$ cat src/rtl/dmem_arbiter.sv
// Round-robin two-port arbiter and one-shot access sequencer for the MIPS data memory.
// Grants one word request at a time; bad addresses are acked with err and never reach memory.
module dmem_arbiter #(
    parameter int unsigned MEM_BYTES = 2000
) (
    input  logic        Clk,
    input  logic        Rst,
    input  logic        p0_req,
    input  logic        p0_we,
    input  logic [31:0] p0_addr,
    input  logic [31:0] p0_wdata,
    output logic [31:0] p0_rdata,
    output logic        p0_ack,
    output logic        p0_err,
    input  logic        p1_req,
    input  logic        p1_we,
    input  logic [31:0] p1_addr,
    input  logic [31:0] p1_wdata,
    output logic [31:0] p1_rdata,
    output logic        p1_ack,
    output logic        p1_err,
    output logic        Mem_read,
    output logic        Mem_write,
    output logic [31:0] Mem_addr,
    output logic [31:0] Mem_wdata,
    input  logic [31:0] Mem_rdata,
    output logic        busy
);

    localparam logic [31:0] LAST_WORD = 32'(MEM_BYTES - 4);

    typedef enum logic [1:0] {IDLE, ISSUE, RESP, DONE} state_t;

    state_t      state_q;
    logic        last_q;
    logic        owner_q;
    logic        we_q;
    logic        mem_read_q;
    logic        mem_write_q;
    logic [31:0] mem_addr_q;
    logic [31:0] mem_wdata_q;
    logic [31:0] rdata_q [2];
    logic [1:0]  ack_q;
    logic [1:0]  err_q;
    logic        busy_q;

    logic        winner;
    logic        sel_we;
    logic [31:0] sel_addr;
    logic [31:0] sel_wdata;
    logic        addr_ok;

    // On a tie the port that was not granted last wins; a lone requester always wins.
    always_comb begin
        winner    = p1_req & (~p0_req | ~last_q);
        sel_we    = winner ? p1_we    : p0_we;
        sel_addr  = winner ? p1_addr  : p0_addr;
        sel_wdata = winner ? p1_wdata : p0_wdata;
        addr_ok   = (sel_addr[1:0] == 2'b00) && (sel_addr <= LAST_WORD);
    end

    always_ff @(posedge Clk) begin
        if (Rst) begin
            state_q     <= IDLE;
            last_q      <= 1'b1;
            owner_q     <= 1'b0;
            we_q        <= 1'b0;
            mem_read_q  <= 1'b0;
            mem_write_q <= 1'b0;
            mem_addr_q  <= '0;
            mem_wdata_q <= '0;
            rdata_q[0]  <= '0;
            rdata_q[1]  <= '0;
            ack_q       <= '0;
            err_q       <= '0;
            busy_q      <= 1'b0;
        end else begin
            ack_q <= '0;
            err_q <= '0;
            case (state_q)
                IDLE: begin
                    if (p0_req || p1_req) begin
                        owner_q <= winner;
                        last_q  <= winner;
                        we_q    <= sel_we;
                        busy_q  <= 1'b1;
                        if (addr_ok) begin
                            mem_addr_q  <= sel_addr;
                            mem_wdata_q <= sel_wdata;
                            mem_read_q  <= ~sel_we;
                            mem_write_q <= sel_we;
                            state_q     <= ISSUE;
                        end else begin
                            ack_q[winner] <= 1'b1;
                            err_q[winner] <= 1'b1;
                            state_q       <= DONE;
                        end
                    end
                end
                ISSUE: begin
                    mem_read_q  <= 1'b0;
                    mem_write_q <= 1'b0;
                    state_q     <= RESP;
                end
                RESP: begin
                    // Memory output is registered, so read data is only valid here.
                    if (!we_q) begin
                        rdata_q[owner_q] <= Mem_rdata;
                    end
                    ack_q[owner_q] <= 1'b1;
                    state_q        <= DONE;
                end
                DONE: begin
                    busy_q  <= 1'b0;
                    state_q <= IDLE;
                end
                default: begin
                    state_q <= IDLE;
                end
            endcase
        end
    end

    assign p0_rdata  = rdata_q[0];
    assign p1_rdata  = rdata_q[1];
    assign p0_ack    = ack_q[0];
    assign p1_ack    = ack_q[1];
    assign p0_err    = err_q[0];
    assign p1_err    = err_q[1];
    assign Mem_read  = mem_read_q;
    assign Mem_write = mem_write_q;
    assign Mem_addr  = mem_addr_q;
    assign Mem_wdata = mem_wdata_q;
    assign busy      = busy_q;

endmodule

$ cat config.mk
export PLATFORM = sky130hd
export DESIGN_NAME = dmem_arbiter
export DESIGN_NICKNAME = d
export VERILOG_FILES = /design/src/rtl/dmem_arbiter.sv
export SDC_FILE = /design/constraint.sdc
export NUM_CORES = 1
export LEC_CHECK = 0
export CORE_MARGIN = 5
export CORE_UTILIZATION = 43
export DETAILED_ROUTE_END_ITERATION = 16
export GPL_TIMING_DRIVEN = 0
export PLACE_DENSITY = 0.86
export SYNTH_ARGS = -nofsm -noshare
export SYNTH_HDL_FRONTEND = slang
export SYNTH_SLANG_ARGS = --single-unit
$ cat constraint.sdc
create_clock -name Clk -period 4 [get_ports Clk]
set_clock_uncertainty 0.1 [all_clocks]
set_input_delay 0.8 -clock Clk [delete_from_list [all_inputs] [get_ports Clk]]
set_output_delay 0.8 -clock Clk [all_outputs]
set_load 0.005 [all_outputs]
# After elaboration in Yosys (flattened, before gate mapping)

Memories as Yosys holds them, arrays and structs flattened.
Cells that the tools add are included.

Flip-flop bits (word level): 76
Bits in latches: 0
Bits in writable memories: 64
Memory bits (read-only): 0
Bits of input ports: 166
Word-level logic and storage cells: 72
Memories kept: 1

Add/sub/neg operators: 0
Multiply operators: 0
Divide/modulo/power cells: 0
Order comparisons: 5
Eq/ne operators: 5
Shift operators: 0
Multiplexer cells: 30
Bitwise logic cells: 6
Reduce and logical (&&, ||, !) cells: 14

Memory list:

| name    | depth | bits a word | read ports | clocked after Yosys merged registers in | wr ports | RTL line | RTL |
|---|---|---|---|---|---|---|---|
| rdata_q | 2     | 32          | 2          | 0                                       | 2        | 42       | `logic [31:0] rdata_q [2];` |

Operators with widths:

| cell                                                       | number |
|---|---|
| 2-to-1 mux 32 bit                                          | 3 |
| <= comparator 32 x 11 -> 1 bit, second input constant      | 1 |
| OR reduction 32 bit                                        | 1 |
| 2-to-1 mux 1 bit                                           | 16 |
| 2-to-1 mux 2 bit                                           | 4 |
| case mux 2 bit (4 select lines)                            | 1 |
| case mux 1 bit (2 select lines)                            | 3 |
| AND reduction 3 bit                                        | 2 |
| == test 2 bit, second input constant                       | 2 |
| logical NOT 2 bit                                          | 2 |
| less-than comparator 1 x 2 -> 1 bit, second input constant | 2 |
| != test 2 bit, second input constant                       | 2 |
| NOT 1 bit                                                  | 4 |
| case mux 2 bit (2 select lines)                            | 1 |
| AND reduction 2 bit                                        | 2 |
| nonzero test 2 bit                                         | 2 |
| logical AND 1 bit                                          | 3 |
| demux 1 bit (select 1 bit)                                 | 2 |
| == test 2 x 1 -> 1 bit, second input constant              | 1 |
| >= comparator 1 bit, second input constant                 | 2 |
| OR reduction 2 bit                                         | 1 |
| AND 1 bit                                                  | 1 |
| logical OR 1 bit                                           | 1 |
| OR 1 bit                                                   | 1 |

# Logic depth before layout (Yosys ltp)

Depth in word-level cells: 10
Mapped depth: 8

# Worst setup path before layout

No wires, ideal clock.

Kind: input to register
Start: input port p1_addr[30]
End: register mem_wdata_q[10], in the netlist Mem_wdata[10]
Library setup time: 0.123 ns
Data arrival time: 2.476 ns
Path slack: 1.300 ns
Stages on the path: 7
Cells stage by stage: or4_1 -> nor3_1 -> o211ai_1 -> a211oi_2 -> buf_4 -> buf_6 -> mux2_1

Longest elaborated chain between the ends: 4

RTL lines:

| what                                 | RTL line | RTL |
|---|---|---|
| start, declared                      | 17       | `input logic [31:0] p1_addr,` |
| 2-to-1 mux 32 bit                    | 57       | `sel_addr = winner ? p1_addr : p0_addr;` |
| <= comparator 32 x 11 -> 1 bit       | 59       | `addr_ok = (sel_addr[1:0] == 2'b00) && (sel_addr <= LAST_WORD);` |
| logical AND 1 bit                    | 59       |  |
| AND reduction 3 bit (no source line) | n/a      |  |
| end signal, assigned                 | 89       | `mem_wdata_q <= sel_wdata;` |
| end, declared                        | 41       | `logic [31:0] mem_wdata_q;` |

Every way passes these cells.
A chain may end at the register's enable or synchronous reset.

==> flow_metrics.env <==
export IMPL_critPathMaxStageDelay_ns=1.00
export IMPL_register_area_um2=3440
export IMPL_synth_seq_area_share_pct=58.4
export IMPL_io_buffers=300
export IMPL_cpMaxStageDelayCell="nor4b_1"
export IMPL_clk_pin_slew_ns=0.06
export IMPL_endpoint_kind="register"
export IMPL_synth_area_um2=5890
export IMPL_fmax_mhz=309
export IMPL_drtPass1Iterations=5
export IMPL_synth_flop_cell="dfxtp_1"
export IMPL_grt_max_degree=33
export IMPL_use_met3_pct=7.01
export IMPL_setup_tns_ns=0
export IMPL_cts_buffer_depth=2
export IMPL_power_density_nw_per_um2=414
export IMPL_post_cts_buffers=0
export IMPL_avgSynthCellArea_um2=10.8
export IMPL_antenna_left=0
export IMPL_yosys_warnings=0
export IMPL_diodes=0
export IMPL_finalHoldViolCount=0
export IMPL_vias=5278
export IMPL_ios=301
export IMPL_power_leakage_nw=3.74
export IMPL_synthArstFlopShare_pct=0
export IMPL_grt_first_pass_wirelength_mm=28.8
export IMPL_combPwrFrac_pct=17.5
export IMPL_area_growth_pct=65.2
export IMPL_synthTopCellsByArea="edfxtp_1 (33%), dfxtp_1 (26%), and2_1 (6.8%)"
export IMPL_die_h_um=127
export IMPL_row_count=42
export IMPL_startpoint_type="input pin"
export IMPL_cts_made_buffers=17
export IMPL_critPathRequiredTime_ns=3.93
export IMPL_clock_power_share_pct=41.1
export IMPL_slew_viol_final=0
export IMPL_post_drt_wl_per_cell_um=18.1
export IMPL_cts_root_buf="clkbuf_16"
export IMPL_ys_ff_latch=140
export IMPL_yosysTopAreaCellShare_pct=32.6
export IMPL_critical_path_max_fanout=32
export IMPL_netSwitchingFraction_pct=24.0
export IMPL_grt_use_met1_pct=24.3
export IMPL_path_cells="clkdlybuf4s50_1, nor4b_1, or2_2"
export IMPL_arrival_ns=3.17
export IMPL_met2_usage_pct=42.9
export IMPL_cts_tree="built"
export IMPL_via_per_inst=5.01
export IMPL_switchingPower_w=0.000967
export IMPL_setup_viol=0
export IMPL_dp_final_hpwl_mm=15.2
export IMPL_multi_input_area_um2=2280
export IMPL_grt_setup_unrepaired="no"
export IMPL_drv_cap=0
export IMPL_die_area_um2=16100
export IMPL_min_period_ns=3.24
export IMPL_postCtsHoldBufs=0
export IMPL_status="finished, final reports clean"
export IMPL_worst_pin_slew_ns=1.15
export IMPL_seq_power_share_pct=41.4
export IMPL_antenna_found_initial=0
export IMPL_vdd_drop_max_mv=0.346
export IMPL_synth_nets=715
export IMPL_synthTopCellsByCount="nand2_1 (89), dfxtp_1 (76), and2_1 (64), edfxtp_1 (64), a21oi_1 (48)"
export IMPL_n_fill_cell=953
export IMPL_coreArea_um2=13300
export IMPL_clk_latency_ns=0.40
export IMPL_grt_busiest_layer="met2"
export IMPL_grt_overflow_total=0
export IMPL_grt_usage_pct=23.0
export IMPL_criticalPathCategory="in -> reg"
export IMPL_power_report_internal_total_w=0.00306
export IMPL_die_w_um=127
export IMPL_relSlewSlack_pct=22.6
export IMPL_clock_sinks=140
export IMPL_routabilityCongestion=0.937
export IMPL_place_area_um2=9120
export IMPL_synth_cell_types=42
export IMPL_synth_most_common_cell="nand2_1"
export IMPL_drc=0
export IMPL_drive_above_1_share_pct=7.64
export IMPL_postSynthCellCount=545
export IMPL_stdcell_area_um2=9740
export IMPL_cts_repair_resize_count=0
export IMPL_synth_edff_count=64
export IMPL_hold_path_class="reg -> reg"
export IMPL_drt_total_wl_mm=19.0
export IMPL_drt_iter0_markers=320
export IMPL_cts_max_level=4
export IMPL_start_util_pct=44.2
export IMPL_synth_largest_area_cell="edfxtp_1"
export IMPL_first_global_vias=5654
export IMPL_nets=1034
export IMPL_min_period_over_period_pct=81.0
==> kinds of logic (layout without fill, tap and decap cells) <==
family          after synthesis  count (layout)  share of synthesized area (%)
fa+ha+maj                     4               4                          0.849
buf+inv                      39             371                           2.91
mux                          44              44                           8.34
flops                       140             140                           58.4
simple gates                257             257                           23.7
compound gates               61              61                           5.80
==> per-layer routing <==
| layer | up-vias | wire length, um |
|---|---|---|
| met5 | - | 0 |
| met3 | 34 | 1700 |
| li1 | 2505 | - |
| met2 | 265 | 9960 |
| met1 | 2474 | 6860 |
| met4 | 0 | 512 |
==> area by class of cell <==
cell class / instances / share of cell area, %
Clock inverter: 14 / 1.98
Inverter: 3 / 0.116
Buffer: 36 / 1.64
Timing Repair Buffer: 300 / 30.8
Sequential cell: 140 / 35.4
Tap cell: 176 / 2.26
Multi-Input combinational cell: 366 / 23.4
Clock buffer: 18 / 4.41
==> layout by cell type (no fill, tap or decap), types with 17 or more instances in the layout <==
cell type and instances:
nand2_1 89, clkbuf_16 17, clkbuf_1 25, mux2_1 20, nor3b_1 23, dfxtp_1 76, nor2b_1 41, edfxtp_1 64
clkdlybuf4s50_1 300, a21oi_1 48, mux2_2 21, and2_1 64
==> critical path: cells and delay by family <==
kind / cells / cell delay, ns
simple gates: 2 / 1.78
buf+inv: 1 / 0.58
==> flip-flops by register name (all words and copies together), names as in the netlist <==
register / flops
Mem_addr: 32
Mem_read: 1
Mem_wdata: 32
Mem_write: 1
ack_q: 2
busy: 1
err_q: 2
last_q: 1
owner_q: 1
rdata_q: 64
state_q: 2
we_q: 1
==> path summary, 6_finish.rpt <==
kind	slack, ns	endpoint	cells after the start	startpoint
max	0.76	rdata_q[0][7]$_SDFFCE_PN0P_	3	Rst
max reg2reg	1.13	rdata_q[0][7]$_SDFFCE_PN0P_	4	state_q[0]$_SDFFE_PP0P_
min reg2reg	0.36	Mem_read$_SDFFE_PP0P_	2	Mem_read$_SDFFE_PP0P_
min	0.36	Mem_read$_SDFFE_PP0P_	2	Mem_read$_SDFFE_PP0P_
==> per-stage QoR <==
step | util (%) | instances | setup WS (ns) | hold WS (ns) | power, W
detailed placement | 68.3 | 1021 | 0.390 | 0.357 | 0.00241
global placement | 68.3 | 1021 | 0.434 | 0.344 | 0.00238
CTS | 73.0 | 1053 | 0.749 | 0.369 | 0.00405
global route | 73.0 | 1053 | 0.581 | 0.383 | 0.00420
floorplan | - | 545 | 1.30 | 0.351 | 0.00196
finish | 73.0 | 1053 | 0.759 | 0.364 | 0.00403
==> power by group through the flow <==
stage          sequential, W  combinational [W]  clock (W)
4_1_cts              0.00167           0.000713    0.00167
2_1_floorplan        0.00170           0.000263          0
3_5_place_dp         0.00170           0.000709          0
3_3_place_gp         0.00169           0.000688          0
5_1_grt              0.00168           0.000770    0.00175
6_report             0.00167           0.000706    0.00165
No activity file was read; power rests on OpenSTA's default activity.
